[config.mk]
export PLATFORM = sky130hd
export DESIGN_NAME = spatz_perf_counter_unit
export DESIGN_NICKNAME = d
export VERILOG_FILES = /design/src/rtl/spatz_perf_counter_pkg.sv /design/src/rtl/spatz_perf_counter_slice.sv /design/src/rtl/spatz_perf_counter_unit.sv
export SDC_FILE = /design/constraint.sdc
export NUM_CORES = 2
export LEC_CHECK = 0
export CAP_MARGIN = 25
export CORE_MARGIN = 8
export CORE_UTILIZATION = 25
export DETAILED_ROUTE_END_ITERATION = 12
export GPL_TIMING_DRIVEN = 0
export MAX_ROUTING_LAYER = met4
export SLEW_MARGIN = 0
export SYNTH_ARGS = -nofsm -noshare
export SYNTH_HDL_FRONTEND = slang
export SYNTH_SLANG_ARGS = --single-unit
export TNS_END_PERCENT = 10
[constraint.sdc]
create_clock -name clk_i -period 9.1 [get_ports clk_i]
set_input_delay 2.73 -clock clk_i [delete_from_list [all_inputs] [get_ports clk_i]]
set_output_delay 2.73 -clock clk_i [all_outputs]
set_load 0.01 [all_outputs]
[src/rtl/spatz_perf_counter_pkg.sv]
// Shared register map, control/status layouts and address helpers for the Spatz performance counter unit.
package spatz_perf_counter_pkg;

  // Word offsets inside one counter's 8-word window
  localparam logic [2:0] OFF_CTRL      = 3'd0;
  localparam logic [2:0] OFF_CNT_LO    = 3'd1;
  localparam logic [2:0] OFF_CNT_HI    = 3'd2;
  localparam logic [2:0] OFF_SNAP_LO   = 3'd3;
  localparam logic [2:0] OFF_SNAP_HI   = 3'd4;
  localparam logic [2:0] OFF_STATUS    = 3'd5;
  localparam logic [2:0] OFF_THRESH_LO = 3'd6;
  localparam logic [2:0] OFF_THRESH_HI = 3'd7;

  localparam int unsigned GCTRL_FREEZE_BIT = 0;
  localparam int unsigned GCTRL_SNAP_BIT   = 1;

  typedef struct packed {
    logic [7:0] evt_sel;
    logic [3:0] src_sel;
    logic [1:0] rsvd;
    logic       clr_on_snap;
    logic       en;
  } ctrl_t;

  typedef struct packed {
    logic thr_hit;
    logic ovf;
  } status_t;

  // The global register sits directly after the last counter window
  function automatic int unsigned gctrl_word(input int unsigned num_counters);
    return num_counters * 8;
  endfunction

endpackage

[src/rtl/spatz_perf_counter_slice.sv]
// One performance counter: value, snapshot, HI read shadow, sticky status and optional threshold.
// Threshold logic is present only when SPATZ_PERF_THRESHOLD_EN is defined.
module spatz_perf_counter_slice
  import spatz_perf_counter_pkg::*;
#(
  parameter int unsigned CounterWidth = 48,
  parameter int unsigned IncWidth     = 8
) (
  input  logic                     clk_i,
  input  logic                     rst_i,
  input  logic [IncWidth-1:0]      inc_i,
  input  logic                     freeze_i,
  input  logic                     snap_i,
  input  logic [31:0]              wdata_i,
  input  logic                     ctrl_we_i,
  input  logic                     cnt_lo_we_i,
  input  logic                     cnt_hi_we_i,
  input  logic                     status_we_i,
  input  logic                     thresh_lo_we_i,
  input  logic                     thresh_hi_we_i,
  input  logic                     shadow_ld_i,
  output ctrl_t                    ctrl_o,
  output logic [CounterWidth-1:0]  cnt_o,
  output logic [CounterWidth-1:0]  snap_o,
  output logic [CounterWidth-33:0] shadow_o,
  output status_t                  status_o,
  output logic [CounterWidth-1:0]  thresh_o,
  output logic                     irq_req_o
);

  localparam int unsigned HiW = CounterWidth - 32;

  ctrl_t                   ctrl_q, ctrl_d;
  status_t                 status_q, status_d;
  logic [CounterWidth-1:0] cnt_q, cnt_d, snap_q, snap_d;
  logic [HiW-1:0]          shadow_q, shadow_d;
  logic [CounterWidth:0]   sum;
  logic                    bump, carry, thr_set;

`ifdef SPATZ_PERF_THRESHOLD_EN
  logic [CounterWidth-1:0] thresh_q, thresh_d;

  always_comb begin
    thresh_d = thresh_q;
    if (thresh_lo_we_i) thresh_d[31:0] = wdata_i;
    if (thresh_hi_we_i) thresh_d[CounterWidth-1:32] = wdata_i[HiW-1:0];
  end

  always_ff @(posedge clk_i) begin
    if (rst_i) thresh_q <= '1;
    else       thresh_q <= thresh_d;
  end

  assign thr_set  = bump && (sum[CounterWidth-1:0] >= thresh_q);
  assign thresh_o = thresh_q;
`else
  logic unused_thresh_we;
  assign unused_thresh_we = thresh_lo_we_i ^ thresh_hi_we_i;
  assign thr_set  = 1'b0;
  assign thresh_o = '0;
`endif

  always_comb begin
    sum   = {1'b0, cnt_q} + (CounterWidth+1)'(inc_i);
    // A software write or a clearing snapshot takes the cycle; the increment is lost
    bump  = ctrl_q.en && !freeze_i && !cnt_lo_we_i && !cnt_hi_we_i
            && !(snap_i && ctrl_q.clr_on_snap);
    carry = bump && sum[CounterWidth];

    cnt_d = cnt_q;
    if (cnt_lo_we_i)                    cnt_d[31:0] = wdata_i;
    else if (cnt_hi_we_i)               cnt_d[CounterWidth-1:32] = wdata_i[HiW-1:0];
    else if (snap_i && ctrl_q.clr_on_snap) cnt_d = '0;
    else if (bump)                      cnt_d = sum[CounterWidth-1:0];

    snap_d   = snap_i ? cnt_q : snap_q;
    shadow_d = shadow_ld_i ? cnt_q[CounterWidth-1:32] : shadow_q;

    ctrl_d = ctrl_q;
    if (ctrl_we_i) begin
      ctrl_d      = ctrl_t'(wdata_i[15:0]);
      ctrl_d.rsvd = '0;
    end

    // Clear first, then set, so a simultaneous event wins over W1C
    status_d = status_q;
    if (status_we_i) begin
      status_d.ovf     = status_q.ovf     & ~wdata_i[0];
      status_d.thr_hit = status_q.thr_hit & ~wdata_i[1];
    end
    status_d.ovf     = status_d.ovf     | carry;
    status_d.thr_hit = status_d.thr_hit | thr_set;
  end

  always_ff @(posedge clk_i) begin
    if (rst_i) begin
      ctrl_q   <= '0;
      status_q <= '0;
      cnt_q    <= '0;
      snap_q   <= '0;
      shadow_q <= '0;
    end else begin
      ctrl_q   <= ctrl_d;
      status_q <= status_d;
      cnt_q    <= cnt_d;
      snap_q   <= snap_d;
      shadow_q <= shadow_d;
    end
  end

  assign ctrl_o    = ctrl_q;
  assign cnt_o     = cnt_q;
  assign snap_o    = snap_q;
  assign shadow_o  = shadow_q;
  assign status_o  = status_q;
  assign irq_req_o = status_d.thr_hit & ctrl_d.en;

endmodule

[src/rtl/spatz_perf_counter_unit.sv]
// Cluster performance counter unit: register decode, GCTRL, event selection and response register.
// Define SPATZ_PERF_THRESHOLD_EN to add THRESH registers and the threshold interrupt.
module spatz_perf_counter_unit
  import spatz_perf_counter_pkg::*;
#(
  parameter int unsigned NumCounters  = 8,
  parameter int unsigned CounterWidth = 48,
  parameter int unsigned NumSources   = 4,
  parameter int unsigned NumEvents    = 16,
  parameter int unsigned IncWidth     = 8,
  parameter int unsigned AddrWidth    = 8
) (
  input  logic                                     clk_i,
  input  logic                                     rst_i,
  input  logic [NumSources*NumEvents*IncWidth-1:0] events_i,
  input  logic                                     snapshot_i,
  input  logic                                     cfg_req_valid_i,
  input  logic                                     cfg_req_write_i,
  input  logic [AddrWidth-1:0]                     cfg_req_addr_i,
  input  logic [31:0]                              cfg_req_wdata_i,
  output logic                                     cfg_req_ready_o,
  output logic                                     cfg_rsp_valid_o,
  output logic [31:0]                              cfg_rsp_rdata_o,
  output logic                                     cfg_rsp_error_o,
  output logic [NumCounters-1:0]                   overflow_o,
  output logic                                     irq_o
);

  localparam int unsigned IdxW = (NumCounters > 1) ? $clog2(NumCounters) : 1;
  localparam int unsigned SrcW = (NumSources  > 1) ? $clog2(NumSources)  : 1;
  localparam int unsigned EvtW = (NumEvents   > 1) ? $clog2(NumEvents)   : 1;
  localparam logic [AddrWidth-1:0] GctrlAddr = AddrWidth'(gctrl_word(NumCounters));

  logic [NumSources-1:0][NumEvents-1:0][IncWidth-1:0] events_q, events_d;
  logic        freeze_q, freeze_d;
  logic        rsp_valid_q, rsp_valid_d, rsp_error_q, rsp_error_d;
  logic [31:0] rsp_rdata_q, rsp_rdata_d;

  logic [AddrWidth-4:0] idx;
  logic [IdxW-1:0]      cidx;
  logic [2:0]           off;
  logic                 wr, rd, hit_cnt, hit_gctrl, snap_trig, dec_err;
  logic [31:0]          rdata;

  ctrl_t   [NumCounters-1:0]                   ctrl;
  status_t [NumCounters-1:0]                   status;
  logic    [NumCounters-1:0][CounterWidth-1:0] cnt, snap, thresh;
  logic    [NumCounters-1:0][CounterWidth-33:0] shadow;
  logic    [NumCounters-1:0][IncWidth-1:0]     inc;
  logic    [NumCounters-1:0] ctrl_we, lo_we, hi_we, st_we, thl_we, thh_we, shadow_ld, irq_req;

  assign idx       = cfg_req_addr_i[AddrWidth-1:3];
  assign cidx      = idx[IdxW-1:0];
  assign off       = cfg_req_addr_i[2:0];
  assign wr        = cfg_req_valid_i && cfg_req_write_i;
  assign rd        = cfg_req_valid_i && !cfg_req_write_i;
  assign hit_cnt   = 32'(idx) < NumCounters;
  assign hit_gctrl = cfg_req_addr_i == GctrlAddr;
  assign snap_trig = (snapshot_i || (wr && hit_gctrl && cfg_req_wdata_i[GCTRL_SNAP_BIT])) && !freeze_q;

  always_comb begin
    ctrl_we = '0; lo_we = '0; hi_we = '0; st_we = '0; thl_we = '0; thh_we = '0; shadow_ld = '0;
    for (int n = 0; n < NumCounters; n++) begin
      if (hit_cnt && 32'(idx) == 32'(n)) begin
        ctrl_we[n]   = wr && off == OFF_CTRL;
        lo_we[n]     = wr && off == OFF_CNT_LO;
        hi_we[n]     = wr && off == OFF_CNT_HI;
        st_we[n]     = wr && off == OFF_STATUS;
        shadow_ld[n] = rd && off == OFF_CNT_LO;
`ifdef SPATZ_PERF_THRESHOLD_EN
        thl_we[n]    = wr && off == OFF_THRESH_LO;
        thh_we[n]    = wr && off == OFF_THRESH_HI;
`endif
      end
    end
  end

  // Unsupported source/event selections count nothing
  always_comb begin
    for (int n = 0; n < NumCounters; n++) begin
      inc[n] = '0;
      if (32'(ctrl[n].src_sel) < NumSources && 32'(ctrl[n].evt_sel) < NumEvents)
        inc[n] = events_q[ctrl[n].src_sel[SrcW-1:0]][ctrl[n].evt_sel[EvtW-1:0]];
    end
  end

  for (genvar n = 0; n < NumCounters; n++) begin : gen_slice
    spatz_perf_counter_slice #(
      .CounterWidth (CounterWidth),
      .IncWidth     (IncWidth)
    ) u_slice (
      .clk_i          (clk_i),
      .rst_i          (rst_i),
      .inc_i          (inc[n]),
      .freeze_i       (freeze_q),
      .snap_i         (snap_trig),
      .wdata_i        (cfg_req_wdata_i),
      .ctrl_we_i      (ctrl_we[n]),
      .cnt_lo_we_i    (lo_we[n]),
      .cnt_hi_we_i    (hi_we[n]),
      .status_we_i    (st_we[n]),
      .thresh_lo_we_i (thl_we[n]),
      .thresh_hi_we_i (thh_we[n]),
      .shadow_ld_i    (shadow_ld[n]),
      .ctrl_o         (ctrl[n]),
      .cnt_o          (cnt[n]),
      .snap_o         (snap[n]),
      .shadow_o       (shadow[n]),
      .status_o       (status[n]),
      .thresh_o       (thresh[n]),
      .irq_req_o      (irq_req[n])
    );
  end

  // Reads see the state of the request cycle; the response register adds the one-cycle latency
  always_comb begin
    rdata   = '0;
    dec_err = 1'b0;
    if (hit_gctrl) begin
      rdata = {31'b0, freeze_q};
    end else if (hit_cnt) begin
      case (off)
        OFF_CTRL:    rdata = {16'b0, ctrl[cidx]};
        OFF_CNT_LO:  rdata = cnt[cidx][31:0];
        OFF_CNT_HI:  rdata = 32'(shadow[cidx]);
        OFF_SNAP_LO: begin rdata = snap[cidx][31:0];                     dec_err = cfg_req_write_i; end
        OFF_SNAP_HI: begin rdata = 32'(snap[cidx][CounterWidth-1:32]);   dec_err = cfg_req_write_i; end
        OFF_STATUS:  rdata = {30'b0, status[cidx]};
`ifdef SPATZ_PERF_THRESHOLD_EN
        OFF_THRESH_LO: rdata = thresh[cidx][31:0];
        OFF_THRESH_HI: rdata = 32'(thresh[cidx][CounterWidth-1:32]);
`endif
        default:     dec_err = 1'b1;
      endcase
    end else begin
      dec_err = 1'b1;
    end

    events_d    = events_i;
    freeze_d    = (wr && hit_gctrl) ? cfg_req_wdata_i[GCTRL_FREEZE_BIT] : freeze_q;
    rsp_valid_d = cfg_req_valid_i;
    rsp_error_d = cfg_req_valid_i && dec_err;
    rsp_rdata_d = (rd && !dec_err) ? rdata : '0;
  end

  always_ff @(posedge clk_i) begin
    if (rst_i) begin
      events_q    <= '0;
      freeze_q    <= 1'b0;
      rsp_valid_q <= 1'b0;
      rsp_error_q <= 1'b0;
      rsp_rdata_q <= '0;
    end else begin
      events_q    <= events_d;
      freeze_q    <= freeze_d;
      rsp_valid_q <= rsp_valid_d;
      rsp_error_q <= rsp_error_d;
      rsp_rdata_q <= rsp_rdata_d;
    end
  end

`ifdef SPATZ_PERF_THRESHOLD_EN
  logic irq_q, irq_d;
  assign irq_d = |irq_req;
  always_ff @(posedge clk_i) begin
    if (rst_i) irq_q <= 1'b0;
    else       irq_q <= irq_d;
  end
  assign irq_o = irq_q;
`else
  logic unused_thresh;
  assign unused_thresh = ^{irq_req, thresh};
  assign irq_o = 1'b0;
`endif

  always_comb begin
    for (int n = 0; n < NumCounters; n++) overflow_o[n] = status[n].ovf;
  end

  assign cfg_req_ready_o = 1'b1;
  assign cfg_rsp_valid_o = rsp_valid_q;
  assign cfg_rsp_rdata_o = rsp_rdata_q;
  assign cfg_rsp_error_o = rsp_error_q;

endmodule

## Word level (Yosys, flattened, before mapping)

Cells that the tools add are included.

- Add/sub/neg operators: 8
- Equality and inequality tests: 21
- Bitwise operators: 36
- Multiplexer cells: 144
- Order comparisons: 34
- Reduce and logical (&&, ||, !) cells: 142

Operator list:

| kind | number |
|---|---|
| $bmux 128 s2 | 8 |
| $mux 128 | 8 |
| $mux 48 | 17 |
| $mux 32 | 17 |
| $add 48x8->49 | 8 |
| $bmux 48 s3 | 2 |
| $bmux 8 s4 | 8 |
| $pmux 32 s6 | 1 |
| $mux 16 | 10 |
| $mux 8 | 16 |
| $bmux 16 s3 | 2 |
| $logic_and 1x1->1 | 76 |
| $lt 8x5->1 const B | 8 |
| $mux 1 | 52 |
| $reduce_bool 3->1 | 16 |
| $lt 4x5->1 const B | 8 |
| $lt 4x3->1 const B | 8 |
| $reduce_and 2->1 | 16 |
| $logic_not 1->1 | 27 |
| $lt 2x3->1 const B | 8 |
| $eq 5x3->1 const B | 4 |
| $and 1x1->1 | 16 |
| $ne 2x1->1 const B | 8 |
| $not 1->1 | 12 |
| other kinds (17) | 29 |

- Output and inout port bits: 44
- Bits in registers: 1571
- Logic and storage cells: 534
- Input bits: 557

## Depth between registers and ports, before layout

- Depth after elaboration: 12
- Mapped depth: 18

## By module

A second synthesis with hierarchy kept.

- Cells, all modules: 10680
- Area total of the unflattened synthesis: 109114.6 µm²

By module, submodules not included:

| module | cells each | area an instance (µm²) | times used | seq. area each (µm²) |
|---|---|---|---|---|
| spatz_perf_counter_unit | 4430 | 55695.9 | 1 | 10950.5 |
| spatz_perf_counter_slice at gen_slice[0].u_slice ... | 779 | 6676.4 | 5 | 2562.5 |
| spatz_perf_counter_slice at gen_slice[1].u_slice ... | 785 | 6678.9 | 3 | 2562.5 |

## Least setup slack after synthesis

OpenSTA, ideal clock, no wires.

- Kind: input-to-reg
- Start: input port cfg_req_addr_i[3]
- End: register rsp_rdata_q[5], in the netlist cfg_rsp_rdata_o[5]
- Setup slack: 4307 ps
- Required time: 8972 ps
- Cell stages on the path: 8
- Arrival time: 4666 ps
- Cells stage by stage: buf_4 > buf_2 > buf_1 > mux4_2 > a221oi_1 > nor2_1 > nor3_1 > nor2_1

- Longest elaborated chain between the ends: 7

RTL lines:

| element | RTL line | text |
|---|---|---|
| from (decl) | spatz_perf_counter_unit.sv:19 | `input logic [AddrWidth-1:0] cfg_req_addr_i,` |
| $lt 5x4->1 | spatz_perf_counter_unit.sv:57 | `assign hit_cnt = 32'(idx) < NumCounters;` |
| $mux 1 | spatz_perf_counter_unit.sv:121 | `end else if (hit_cnt) begin` |
| $mux 1 | spatz_perf_counter_unit.sv:119 | `if (hit_gctrl) begin` |
| $logic_not 1->1 | spatz_perf_counter_unit.sv:143 | `rsp_rdata_d = (rd && !dec_err) ? rdata : '0;` |
| $logic_and 1x1->1 | spatz_perf_counter_unit.sv:143 |  |
| $not 1->1 (no line) | n/a |  |
| $reduce_or 4->1 (no line) | n/a |  |
| to (signal assigned) | spatz_perf_counter_unit.sv:158 | `rsp_rdata_q <= rsp_rdata_d;` |
| to (decl) | spatz_perf_counter_unit.sv:37 | `logic [31:0] rsp_rdata_q, rsp_rdata_d;` |

Parallel ways exist; a longest one is shown, timed or not. The select of a mux whose other input is x is not followed.
A chain may end at the register's enable or synchronous reset.

## Worst setup path after layout

- Start: register gen_slice[0].u_slice.ctrl_q, in the netlist gen_slice[0].u_slice.ctrl_o[4]
- End: register gen_slice[0].u_slice.cnt_q[27]

- Longest elaborated chain between the ends: 10

RTL lines:

| element | RTL line | text |
|---|---|---|
| from (decl) | spatz_perf_counter_slice.sv:33 | `ctrl_t ctrl_q, ctrl_d;` |
| from (signal assigned) | spatz_perf_counter_slice.sv:103 | `ctrl_q <= ctrl_d;` |
| $bmux 128 s2 | spatz_perf_counter_unit.sv:83 | `inc[n] = events_q[ctrl[n].src_sel[SrcW-1:0]][ctrl[n].evt_sel[EvtW-1:0]];` |
| $mux 128 (implied by the code) | spatz_perf_counter_unit.sv:83 |  |
| $bmux 8 s4 | spatz_perf_counter_unit.sv:83 |  |
| $mux 8 (implied by the code) | spatz_perf_counter_unit.sv:83 |  |
| $mux 8 * | spatz_perf_counter_unit.sv:82 | `if (32'(ctrl[n].src_sel) < NumSources && 32'(ctrl[n].evt_sel) < NumEvents)` |
| $add 48x8->49 * | spatz_perf_counter_slice.sv:64 | `sum = {1'b0, cnt_q} + (CounterWidth+1)'(inc_i);` |
| $mux 48 * | spatz_perf_counter_slice.sv:74 | `else if (bump) cnt_d = sum[CounterWidth-1:0];` |
| $mux 48 * | spatz_perf_counter_slice.sv:73 | `else if (snap_i && ctrl_q.clr_on_snap) cnt_d = '0;` |
| $mux 32 * | spatz_perf_counter_slice.sv:72 | `else if (cnt_hi_we_i) cnt_d[CounterWidth-1:32] = wdata_i[HiW-1:0];` |
| $mux 32 * | spatz_perf_counter_slice.sv:71 | `if (cnt_lo_we_i) cnt_d[31:0] = wdata_i;` |
| to (signal assigned) | spatz_perf_counter_slice.sv:105 | `cnt_q <= cnt_d;` |
| to (decl) | spatz_perf_counter_slice.sv:35 | `logic [CounterWidth-1:0] cnt_q, cnt_d, snap_q, snap_d;` |

Every way passes the cells marked *; elsewhere a longest branch is shown, timed or not. The select of a mux whose other input is x is not followed.

==> impl_metrics.env <==
export IMPL_status="complete, no violations"
export IMPL_cts_resized=0
export IMPL_io_pins=601
export IMPL_stdcell_area_um2=127000
export IMPL_htree_levels=4
export IMPL_netlist_instances=9870
export IMPL_grt_first_pass_wirelength_um=966000
export IMPL_timing_hold_violations_final=0
export IMPL_post_synth_top_count_cell="dfxtp_1"
export IMPL_gp_congestion=1.12
export IMPL_finalClockSkew_ns=0.131
export IMPL_cts_hold_buf=0
export IMPL_critPathKind="register to register"
export IMPL_drt_iter0_drc=19400
export IMPL_clkLatencyLatePin_ns=1.02
export IMPL_max_freq_ghz=0.131
export IMPL_dp_slack_ns=0.988
export IMPL_stdcell_count=16600
export IMPL_seq_area_frac_synth_pct=30.4
export IMPL_dp_cells=16100
export IMPL_crit_path_end_kind="register"
export IMPL_die_height_um=659
export IMPL_clockRootBuffer="clkbuf_16"
export IMPL_routedWlPerCell_um=45.0
export IMPL_clk_path_buf_depth=4
export IMPL_drtAntennaViolNets=0
export IMPL_clock_sinks=1571
export IMPL_drive_gt1_share_pct=23.4
export IMPL_syn_area_um2=103000
export IMPL_num_rows=236
export IMPL_firstDrtPassIters=10
export IMPL_start_kind="register"
export IMPL_cts_setup_buffers=0
export IMPL_drv_cap=0
export IMPL_grt_overflow=0
export IMPL_num_fill_cells=43000
export IMPL_grt_setup_unrepaired="false"
export IMPL_timing_critical_path_arrival_ns=8.46
export IMPL_ys_ff_latch=1571
export IMPL_cts_tree="yes"
export IMPL_slew_headroom_pct=13.7
export IMPL_syn_avg_cell_area_um2=10.5
export IMPL_path_cells="clkbuf_1 > buf_1 > buf_2 > mux4_2 > mux4_2 > a22oi_1 > o211ai_1 > ha_1 > clkbuf_1 > nand4_1 > o22ai_1 > o21ai_0 > or3_1 > o21a_1 > a311oi_1"
export IMPL_cp_required_ns=9.93
export IMPL_dieArea_um2=434000
export IMPL_setup_ws_ns=1.48
export IMPL_ir_drop_mv=0.162
export IMPL_powerDensity_nw_per_um2=143
export IMPL_routed_wl_um=748000
export IMPL_synth_top_cell_by_area="mux4_2"
export IMPL_final_setup_tns_ns=0
export IMPL_portBuffers=570
export IMPL_vias=107000
export IMPL_placed_cell_area_um2=119000
export IMPL_grt_use_total_pct=33.9
export IMPL_yosysTopAreaCellShare_pct=32.6
export IMPL_layout_min_cycle_time_ns=7.62
export IMPL_drc_errors=0
export IMPL_via_per_inst=6.46
export IMPL_syn_num_nets=10500
export IMPL_antenna_found_initial=103
export IMPL_synthTopCellsByArea="mux4_2 (33%), dfxtp_1 (30%), nand2_1 (5.0%)"
export IMPL_synthFlopType="dfxtp_1"
export IMPL_fin_crit_sh_pct=83.8
export IMPL_crit_slowest_cell="buf_2"
export IMPL_synthTopCellsByCount="dfxtp_1 (1571), mux4_2 (1495), nand2_1 (1381)"
export IMPL_synth_edf_count=0
export IMPL_async_flop_share_pct=0
export IMPL_maxSlewViolCount=0
export IMPL_clk_pin_slew_ns=0.06
export IMPL_path_delay_family="compound AO/OA/AOI/OAI gates"
export IMPL_hp_class="register to register"
export IMPL_core_area_um2=412000
export IMPL_finalPower_w=0.0181
export IMPL_critPathMaxStageDelay_ns=0.90
export IMPL_layout_nets=11500
export IMPL_cp_buffers_inverters=4
export IMPL_area_delta_synth_final_pct=22.6
export IMPL_yosysWarnings=0
export IMPL_p_leak_nw=40.3
export IMPL_start_util_pct=25.1
export IMPL_setup_viol=0
export IMPL_die_x_um=659
export IMPL_tightest_slew_ns=1.29
export IMPL_grt_pass1_vias=98400
export IMPL_grt_start_max_net_pins=17
export IMPL_cts_buffers=195
export IMPL_dp_hpwl_um=589000
export IMPL_worstPathMaxFanout=10
export IMPL_synth_distinct_cells=109
-- worst paths after layout --
| check | start | end | slack (ns) | cells after the start |
|---|---|---|---|---|
| min reg2reg | gen_slice[6].u_slice.cnt_o[5]$_SDFFE_PP0P_ | gen_slice[6].u_slice.snap_o[5]$_SDFFE_PP0P_ | 0.44 | 2 |
| min | gen_slice[6].u_slice.cnt_o[5]$_SDFFE_PP0P_ | gen_slice[6].u_slice.snap_o[5]$_SDFFE_PP0P_ | 0.44 | 2 |
| max | gen_slice[0].u_slice.ctrl_o[4]$_SDFFE_PP0P_ | gen_slice[0].u_slice.cnt_o[27]$_SDFFE_PP0P_ | 1.48 | 15 |
| max reg2reg | gen_slice[0].u_slice.ctrl_o[4]$_SDFFE_PP0P_ | gen_slice[0].u_slice.cnt_o[27]$_SDFFE_PP0P_ | 1.48 | 15 |
-- cells by family (layout without fill, tap and decap cells) --
| logic type | after synthesis | after routing | synth area share [%] |
|---|---|---|---|
| and+or+nand+nor | 3374 | 3374 | 16.1 |
| AOI/OAI and AO/OA | 1898 | 1898 | 12.0 |
| muxes | 1744 | 1744 | 35.0 |
| DFF | 1571 | 1571 | 30.4 |
| buffers and inverters | 1082 | 2225 | 4.43 |
| xor gates and xnor gates | 127 | 127 | 1.08 |
| adders and majority gates | 72 | 72 | 0.930 |
| other | 2 | 132 | 0.00727 |
-- tightest hold or removal path, delay by kind of cell, from the launching register on --
kind | cells | cell delay (ns)
AOI/OAI and AO/OA | 1 | 0.06
and+or+nand+nor | 1 | 0.07
DFF | 1 | 0.35
-- metal layers --
layer	GRT usage, %	wire, um
met5	-	0
met1	38.9	260000
met4	26.7	78100
met3	14.0	109000
met2	46.3	301000
-- through the flow --
stage / hold slack [ns] / utilization (%)
final: 0.437 / 30.7
after global routing: 0.457 / 30.7
after CTS: 0.445 / 30.6
after detailed placement: 0.440 / 28.9
after global placement: 0.437 / 28.1
after floorplan: 0.429 / -
-- power breakdown --
| part | internal (W) | switching, W |
|---|---|---|
| clock | 0.00494 | 0.00362 |
| sequential | 0.00701 | 0.000433 |
| combinational | 0.000848 | 0.00124 |
| total | 0.0128 | 0.00529 |
-- layout make-up --
class | count | area (um2) | area share (%)
Antenna cell | 130 | 325 | 0.257
Buffer | 985 | 4340 | 3.42
Clock buffer | 257 | 5510 | 4.35
Clock inverter | 96 | 1310 | 1.03
Inverter | 97 | 364 | 0.287
Multi-Input combinational cell | 7217 | 67400 | 53.2
Sequential cell | 1571 | 31500 | 24.8
Tap cell | 5474 | 6850 | 5.41
Timing Repair Buffer | 790 | 9140 | 7.22
-- flip-flops by register name (all words and copies together), names as in the netlist --
name / flops
cfg_rsp_valid_o: 1
cfg_rsp_error_o: 1
events_q: 512
cfg_rsp_rdata_o: 32
freeze_q: 1
gen_slice.u_slice.snap_o: 384
gen_slice.u_slice.cnt_o: 384
gen_slice.u_slice.ctrl_o: 112
gen_slice.u_slice.shadow_o: 128
gen_slice.u_slice.status_o: 16
-- cells in the final DEF, fill, tap and decap left out, types with 57 or more instances in the layout --
cell type,instances
a21oi_1,749
a22oi_1,190
a31oi_1,107
and3_1,70
buf_2,312
buf_8,134
clkbuf_1,539
clkbuf_16,197
clkbuf_2,85
clkdlybuf4s50_1,569
dfxtp_1,1571
diode_2,130
ha_1,64
inv_1,95
mux2i_1,238
mux4_2,1495
nand2_1,1381
nand2b_1,61
nand3_1,208
nand4_1,176
nor2_1,463
nor2b_1,555
nor3_1,105
nor4_1,73
o21ai_0,163
o22ai_1,91
xnor2_1,57
xor2_1,70
No activity file was read; power rests on OpenSTA's default activity.
